--- src/rtl/input_limit_sequencer.sv ---
// Stimulus sequencer: drives a 64-bit test vector pattern onto a DUT, waits a settle time,
// captures the 8-bit DUT result into a 16-bit MISR signature, and repeats for N vectors.
module input_limit_sequencer #(
    parameter int unsigned SETTLE_CYCLES = 2,
    parameter logic [63:0] LFSR_SEED     = 64'h0000_0000_0000_0001
) (
    input  logic        clk,
    input  logic        rst_n,
    input  logic        start,
    input  logic [1:0]  mode,
    input  logic [15:0] num_vectors,
    output logic [31:0] dut_in,
    output logic [31:0] dut_in2,
    input  logic [3:0]  dut_out,
    input  logic [3:0]  dut_out2,
    output logic        busy,
    output logic        done,
    output logic [15:0] signature,
    output logic [15:0] vec_count,
    output logic [1:0]  state_o
);

    typedef enum logic [1:0] {
        IDLE    = 2'd0,
        SETTLE  = 2'd1,
        CAPTURE = 2'd2,
        DONE    = 2'd3
    } state_t;

    localparam logic [7:0] SETTLE_LAST = 8'(SETTLE_CYCLES - 1);

    state_t      state_q, state_d;
    logic [1:0]  mode_q, mode_d;
    logic [15:0] num_q, num_d;
    logic [63:0] vec_q, vec_d;
    logic [15:0] sig_q, sig_d;
    logic [15:0] cnt_q, cnt_d;
    logic [7:0]  settle_q, settle_d;
    logic [7:0]  sample;

    function automatic logic [63:0] first_vec(input logic [1:0] m);
        case (m)
            2'b00:   first_vec = 64'h1;
            2'b01:   first_vec = 64'h0;
            2'b10:   first_vec = LFSR_SEED;
            default: first_vec = 64'h0;
        endcase
    endfunction

    function automatic logic [63:0] next_vec(input logic [1:0] m, input logic [63:0] v);
        case (m)
            2'b00:   next_vec = {v[62:0], v[63]};
            2'b01:   next_vec = v + 64'h1;
            2'b10:   next_vec = {v[62:0], v[63] ^ v[62] ^ v[60] ^ v[59]};
            default: next_vec = ~v;
        endcase
    endfunction

    assign sample = {dut_out2, dut_out};

    always_ff @(posedge clk or negedge rst_n) begin
        if (!rst_n) begin
            state_q  <= IDLE;
            mode_q   <= 2'b00;
            num_q    <= 16'h0;
            vec_q    <= 64'h0;
            sig_q    <= 16'h0;
            cnt_q    <= 16'h0;
            settle_q <= 8'h0;
        end else begin
            state_q  <= state_d;
            mode_q   <= mode_d;
            num_q    <= num_d;
            vec_q    <= vec_d;
            sig_q    <= sig_d;
            cnt_q    <= cnt_d;
            settle_q <= settle_d;
        end
    end

    always_comb begin
        state_d  = state_q;
        mode_d   = mode_q;
        num_d    = num_q;
        vec_d    = vec_q;
        sig_d    = sig_q;
        cnt_d    = cnt_q;
        settle_d = settle_q;
        case (state_q)
            IDLE: begin
                if (start) begin
                    mode_d   = mode;
                    num_d    = num_vectors;
                    vec_d    = first_vec(mode);
                    sig_d    = 16'h0;
                    cnt_d    = 16'h0;
                    settle_d = 8'h0;
                    state_d  = (num_vectors == 16'h0) ? DONE : SETTLE;
                end
            end
            SETTLE: begin
                if (settle_q == SETTLE_LAST) begin
                    settle_d = 8'h0;
                    state_d  = CAPTURE;
                end else begin
                    settle_d = settle_q + 8'h1;
                end
            end
            CAPTURE: begin
                sig_d = {sig_q[14:0], sig_q[15] ^ sig_q[14] ^ sig_q[12] ^ sig_q[3]}
                        ^ {8'h00, sample};
                cnt_d = cnt_q + 16'h1;
                // The last captured vector stays on the bus after the run.
                if (cnt_d == num_q) begin
                    state_d = DONE;
                end else begin
                    vec_d   = next_vec(mode_q, vec_q);
                    state_d = SETTLE;
                end
            end
            default: state_d = IDLE;
        endcase
    end

    assign dut_in    = vec_q[31:0];
    assign dut_in2   = vec_q[63:32];
    assign busy      = (state_q == SETTLE) || (state_q == CAPTURE);
    assign done      = (state_q == DONE);
    assign signature = sig_q;
    assign vec_count = cnt_q;
    assign state_o   = state_q;

endmodule

--- config.mk ---
export PLATFORM = sky130hd
export DESIGN_NAME = input_limit_sequencer
export DESIGN_NICKNAME = d
export VERILOG_FILES = /design/src/rtl/input_limit_sequencer.sv
export SDC_FILE = /design/constraint.sdc
export NUM_CORES = 1
export LEC_CHECK = 0
export CORE_UTILIZATION = 50
export DETAILED_ROUTE_END_ITERATION = 8
export PLACE_DENSITY = 0.78
export RECOVER_POWER = 50
export SYNTH_ARGS = -nofsm -noshare
export SYNTH_HDL_FRONTEND = slang
export SYNTH_SLANG_ARGS = --single-unit
export TNS_END_PERCENT = 10
--- constraint.sdc ---
create_clock -name clk -period 2.7 [get_ports clk]
set_input_delay 0.27 -clock clk [delete_from_list [all_inputs] [get_ports clk]]
set_output_delay 0.27 -clock clk [all_outputs]
set_load 0.05 [all_outputs]
=== Yosys cells after proc, flatten, opt, wreduce, memory -nomap -nowiden ===
Index checks and enable logic that the tools add are counted.

* Flip-flop bits (word level): 124
* Bits in latches: 0
* RAM bits: 0
* Memory bits (read-only): 0
* Input bits: 29
* Output and inout port bits: 100
* Memories: 0

* Add/sub/neg operators: 3
* $mul: 0
* Divide/modulo/power cells: 0
* $lt $le $gt $ge: 0
* Equality and inequality tests: 11
* Shifts and indexed selects: 0
* Mux-type cells: 16
* Bitwise operators: 8
* Reductions and logical operators: 13

{| class="wikitable"
|+ Operator list
! operator !! number
|-
| one-hot mux 64 bit (3 select lines) || 1
|-
| two-way mux 64 bit || 2
|-
| one-hot mux 64 bit (2 select lines) || 1
|-
| adder 64 x 1 -> 64 bit (second input constant) || 1
|-
| inverter 64 bit || 1
|-
| one-hot mux 16 bit (2 select lines) || 2
|-
| adder 16 x 1 -> 16 bit (second input constant) || 1
|-
| equality test 16 bit || 1
|-
| zero test 16 bit || 1
|-
| two-way mux 16 bit || 1
|-
| two-way mux 8 bit || 2
|-
| one-hot mux 8 bit (2 select lines) || 1
|-
| XOR 16 x 8 -> 16 bit || 1
|-
| adder 8 x 1 -> 8 bit (second input constant) || 1
|-
| equality test 2 bit (second input constant) || 4
|-
| equality test 8 x 1 -> 1 bit (second input constant) || 1
|-
| two-way mux 2 bit || 4
|-
| AND reduction 2 bit || 4
|-
| zero test 2 bit || 3
|-
| != test 2 bit (second input constant) || 3
|-
| one-hot mux 2 bit (3 select lines) || 1
|-
| XOR 1 bit || 6
|-
| equality test 2 x 1 -> 1 bit (second input constant) || 2
|-
| nonzero test 2 bit || 2
|-
| 4 further kinds || 4
|}

=== Logic depth before layout (Yosys ltp) ===
* Depth after elaboration: 6
* Mapped depth: 11

=== Worst setup path before layout ===
No wires, ideal clock.

* Kind: register to register
* Start: register cnt_q[0], in the netlist vec_count[0]
* End: register vec_q[3]
* Setup time: 126 ps
* Data arrival time: 2933 ps
* Required time: 2574 ps
* Slack: -358 ps
* Stages on the path, launching flop included: 10
* Cells stage by stage: dfrtp_1 ha_1 nand3_1 nor4_1 nor2_1 nor4_1 nand4_2 and2_4 buf_4 a221o_1

* Word-level cells in the longest chain between the ends: 4

{| class="wikitable"
|+ Ends and longest elaborated chain
! element !! RTL line !! RTL
|-
| from (decl) || 37 || <nowiki>logic [15:0] cnt_q, cnt_d;</nowiki>
|-
| from (signal assigned) || 76 || <nowiki>cnt_q <= cnt_d;</nowiki>
|-
| adder 16 x 1 -> 16 bit || 112 || <nowiki>cnt_d = cnt_q + 16'h1;</nowiki>
|-
| equality test 16 bit || 114 || <nowiki>if (cnt_d == num_q) begin</nowiki>
|-
| != test 2 bit (no source line) || n/a ||
|-
| AND reduction 3 bit (no source line) || n/a ||
|-
| to (signal assigned) || 74 || <nowiki>vec_q <= vec_d;</nowiki>
|-
| to (decl) || 35 || <nowiki>logic [63:0] vec_q, vec_d;</nowiki>
|}

No other way between the ends.
A chain may end at the register's enable or synchronous reset.

=== Final worst setup path ===
* Start: register cnt_q[0], in the netlist vec_count[0]
* End: register vec_q[1]

Same word-level chain as after synthesis.

==> results by group <==
Run status
  – Outcome: finished, final reports clean

Timing
  – Fin. Hold Viols: 0
  – Skew final: about 7.1 ps
  – Crit path time final: around 2700 ps
  – Worst rel slew slack: between 10% and 20%
  – Final hold slack: roughly 460 ps
  – Tcrit/Tclk final: just under 100%
  – RSZ-0062 raised after global routing: yes
  – Pins over their slew limit: 0
  – Final setup fails: 0
  – Fmax: about 370 MHz
  – Worst slew pin tran: between 1000 and 1500 ps
  – Final setup margin: ~16 ps

Logic synthesis
  – Sequential area share after synthesis: between 30% and 40%
  – Cell accounting for the most synthesized area: dfrtp_1
  – Post-Syn Instances: about 900
  – Cell with the most instances after synthesis: dfrtp_1
  – Adder-cell share of the synthesized area: under 10%
  – Cell area after synthesis: slightly above 8000 µm²
  – Synth top area cells: dfrtp_1, nand2_1, o2bb2ai_1
  – Ys async rst share: 100%
  – Register bit total from synthesis: 124
  – Avg Cell Area, Syn: about 9 µm²
  – Post-Synth Simple-Gate Area: 22.2%
  – Largest family of logic cells by synthesized area: compound AO/OA/AOI/OAI gates
  – Yosys top cell area share: 38.3%
  – Synth cell types: 65
  – Warnings from Yosys: 0
  – Most common library cells after synthesis: dfrtp_1, nand2_1, nand3_1
  – Number of synthesized flops with an enable pin: 0
  – Syn_nets: roughly 960
  – Mux cell area share after synthesis: around 4.1%
  – Most common flop cell mapped by yosys: dfrtp_1
  – Xor/xnor share of the synthesized area: around 3.9%
  – Post-synthesis compound-gate area fraction: between 20 and 30%

Placed design
  – Port buffer count: 128
  – Post-place setup slack: -83.8 ps
  – Placed Area: approximately 10000 µm²
  – Hpwl dp: 16.8 mm
  – Placed cell count: roughly 1300
  – Placer congestion estimate: between 0.9 and 1

Critical path
  – Crit path cell chain: buf_6, nand4_4, buf_6, nor4_4, mux2i_2, a2111oi_4, nand4_4, and2_4, mux2_1
  – Worst-path maximum fanout: 29
  – Worst endpoint required time: 3020 ps
  – Buf/Inv on CP: 2
  – Crit-path max cell delay: roughly 430 ps
  – CP startpoint kind: flip-flop
  – CP Capture Type: flip-flop
  – CP max-delay cell: dfrtp_4
  – Cell family with most CP delay: simple AND/OR/NAND/NOR gates
  – Setup CP Type: reg -> reg
  – Critical Path AT: 3000 ps

Floorplanning
  – Die height: 129 µm
  – Die ar.: about 17000 µm²
  – Row count: 46
  – Starting density of the core: about 51%
  – Ports: around 130
  – Core Region: roughly 16000 µm²
  – Die Span X: ~130 µm

Cells and area
  – Final net count: roughly 1100
  – Share of cells above drive strength 1: between 10% and 20%
  – Non-Filler Instances: between 1000 and 1500
  – Layout area overhead: 33.7%
  – Fin area: around 11000 µm²
  – Core Util, Final: between 60% and 70%

Job
  – Max cap viols: 0

Global routing
  – Pin count of the biggest net entering global routing: 48
  – GRT Residual Overflow: 0
  – Gr busiest metal: met2
  – M1 GR Usage: approximately two fifths
  – Number of global-route vias before repair: 7834
  – Initial antenna violation count: 1
  – All-Layer GR Usage: a little under a third
  – Met2 Resource Use GR: around 48%
  – First-pass GRT wire length: roughly 40 mm
  – Met3 Usage GRT: 6.69%

Power and ir drop
  – Leakage: roughly 4.2 nW
  – P per Cell Area: between 400 and 500 nW/µm²
  – Peak VDD IR: 0.813 mV

CTS
  – Total CTS buffers: 17
  – Clock Latency Late Sink: between 400 and 500 ps
  – H-tree depth: 4
  – CTS root buf: clkbuf_16
  – Clock Sinks: ~120
  – Clock transition at path regs: about 60 ps
  – CTS tree: yes
  – Max Root-Sink Buffers: 2

Detailed routing
  – Final ANT Viol Nets: 0
  – DRT Wirelength: 25.8 mm
  – Drc violations: 0
  – Via count: between 8000 and 9000
  – Drt wl/cell: approximately 20 µm
  – Drt first pass iters: 6
  – Vias per Instance: approximately 6.5
  – Initial DRC Count: ~1200

Worst hold path
  – Hold crit path type: in -> reg
-- flip-flops by register name (all words and copies together), names as in the netlist --
register,cells
vec_count,16
vec_q,64
mode_q,2
settle_q,8
state_o,2
num_q,16
signature,16
-- where the power goes --
part | total, W | switching, W | internal, W
registers | 0.00210 | 0.000123 | 0.00198
clock network | 0.00225 | 0.000949 | 0.00131
logic | 0.000956 | 0.000613 | 0.000342
-- worst paths after layout --
check / start / to / slack [ps] / cells after the start
setup / recovery: vec_count[0] / vec_q[1] / 20 / 9
min in group asynchronous: rst_n / vec_count[8] / 650 / 2
max in group asynchronous: rst_n / vec_q[16] / 600 / 3
hold reg to reg: settle_q[6] / settle_q[6] / 500 / 1
hold / removal: mode[1] / mode_q[1] / 460 / 2
setup reg to reg: vec_count[0] / vec_q[1] / 20 / 9
-- worst register-to-register path, cell delays in order, from the launching register on --
cell	delay, ps
dfrtp_4	430
buf_6	130
nand4_4	140
buf_6	180
nor4_4	250
mux2i_2	370
a2111oi_4	70
nand4_4	190
and2_4	430
mux2_1	380
-- cells by family (layout without fill, tap and decap cells) --
logic type	count (synthesis)	after routing
adders and majority gates	9	9
other	0	1
muxes	31	31
DFF	124	124
AOI/OAI and AO/OA	292	292
and+or+nand+nor	336	336
xor gates and xnor gates	36	36
buffers and inverters	95	267
-- area by class of cell --
class,instances,area [µm²]
Tap cell,216,270
Antenna cell,1,2.50
Fill cell,1274,5040
Inverter,21,78.8
Timing Repair Buffer,214,2030
Clock buffer,18,439
Multi-Input combinational cell,704,4750
Sequential cell,124,3140
Clock inverter,14,134
-- metal layers --
layer	share of wire [%]	wire length [µm]
met2	47	12100
met1	42	10900
met4	2.3	583
met5	0	0
met3	8.6	2220
-- layout by cell type, fill, tap and decap left out, drive strengths merged, types with 26 or more instances in the layout --
cell type / netlist / final
a21oi: 55 / 55
xnor2: 28 / 28
clkdlybuf4s50: 0 / 103
nor2: 36 / 36
nand3: 61 / 61
nor3: 38 / 38
inv: 20 / 26
o2bb2ai: 35 / 35
dfrtp: 124 / 124
nor4: 28 / 28
nand2: 102 / 102
o21ai: 58 / 58
a31oi: 32 / 32
buf: 25 / 80
-- per-stage QoR --
step,setup TNS [ps],power [W]
3_5_place_dp,-904,0.00314
2_1_floorplan,-9.47,0.00274
6_report,0,0.00531
4_1_cts,0,0.00537
3_3_place_gp,-114,0.00311
5_1_grt,-898,0.00548
-- what timing repair did --
action,CTS,global route
endpoints found under the hold margin,44,0
pin swaps,4,9
hold buffers,1,0
cloned,0,2
setup buffers,0,11
endpoints found under the setup margin,18,57
gates resized for setup,4,23
(Power assumes the default switching activity.)
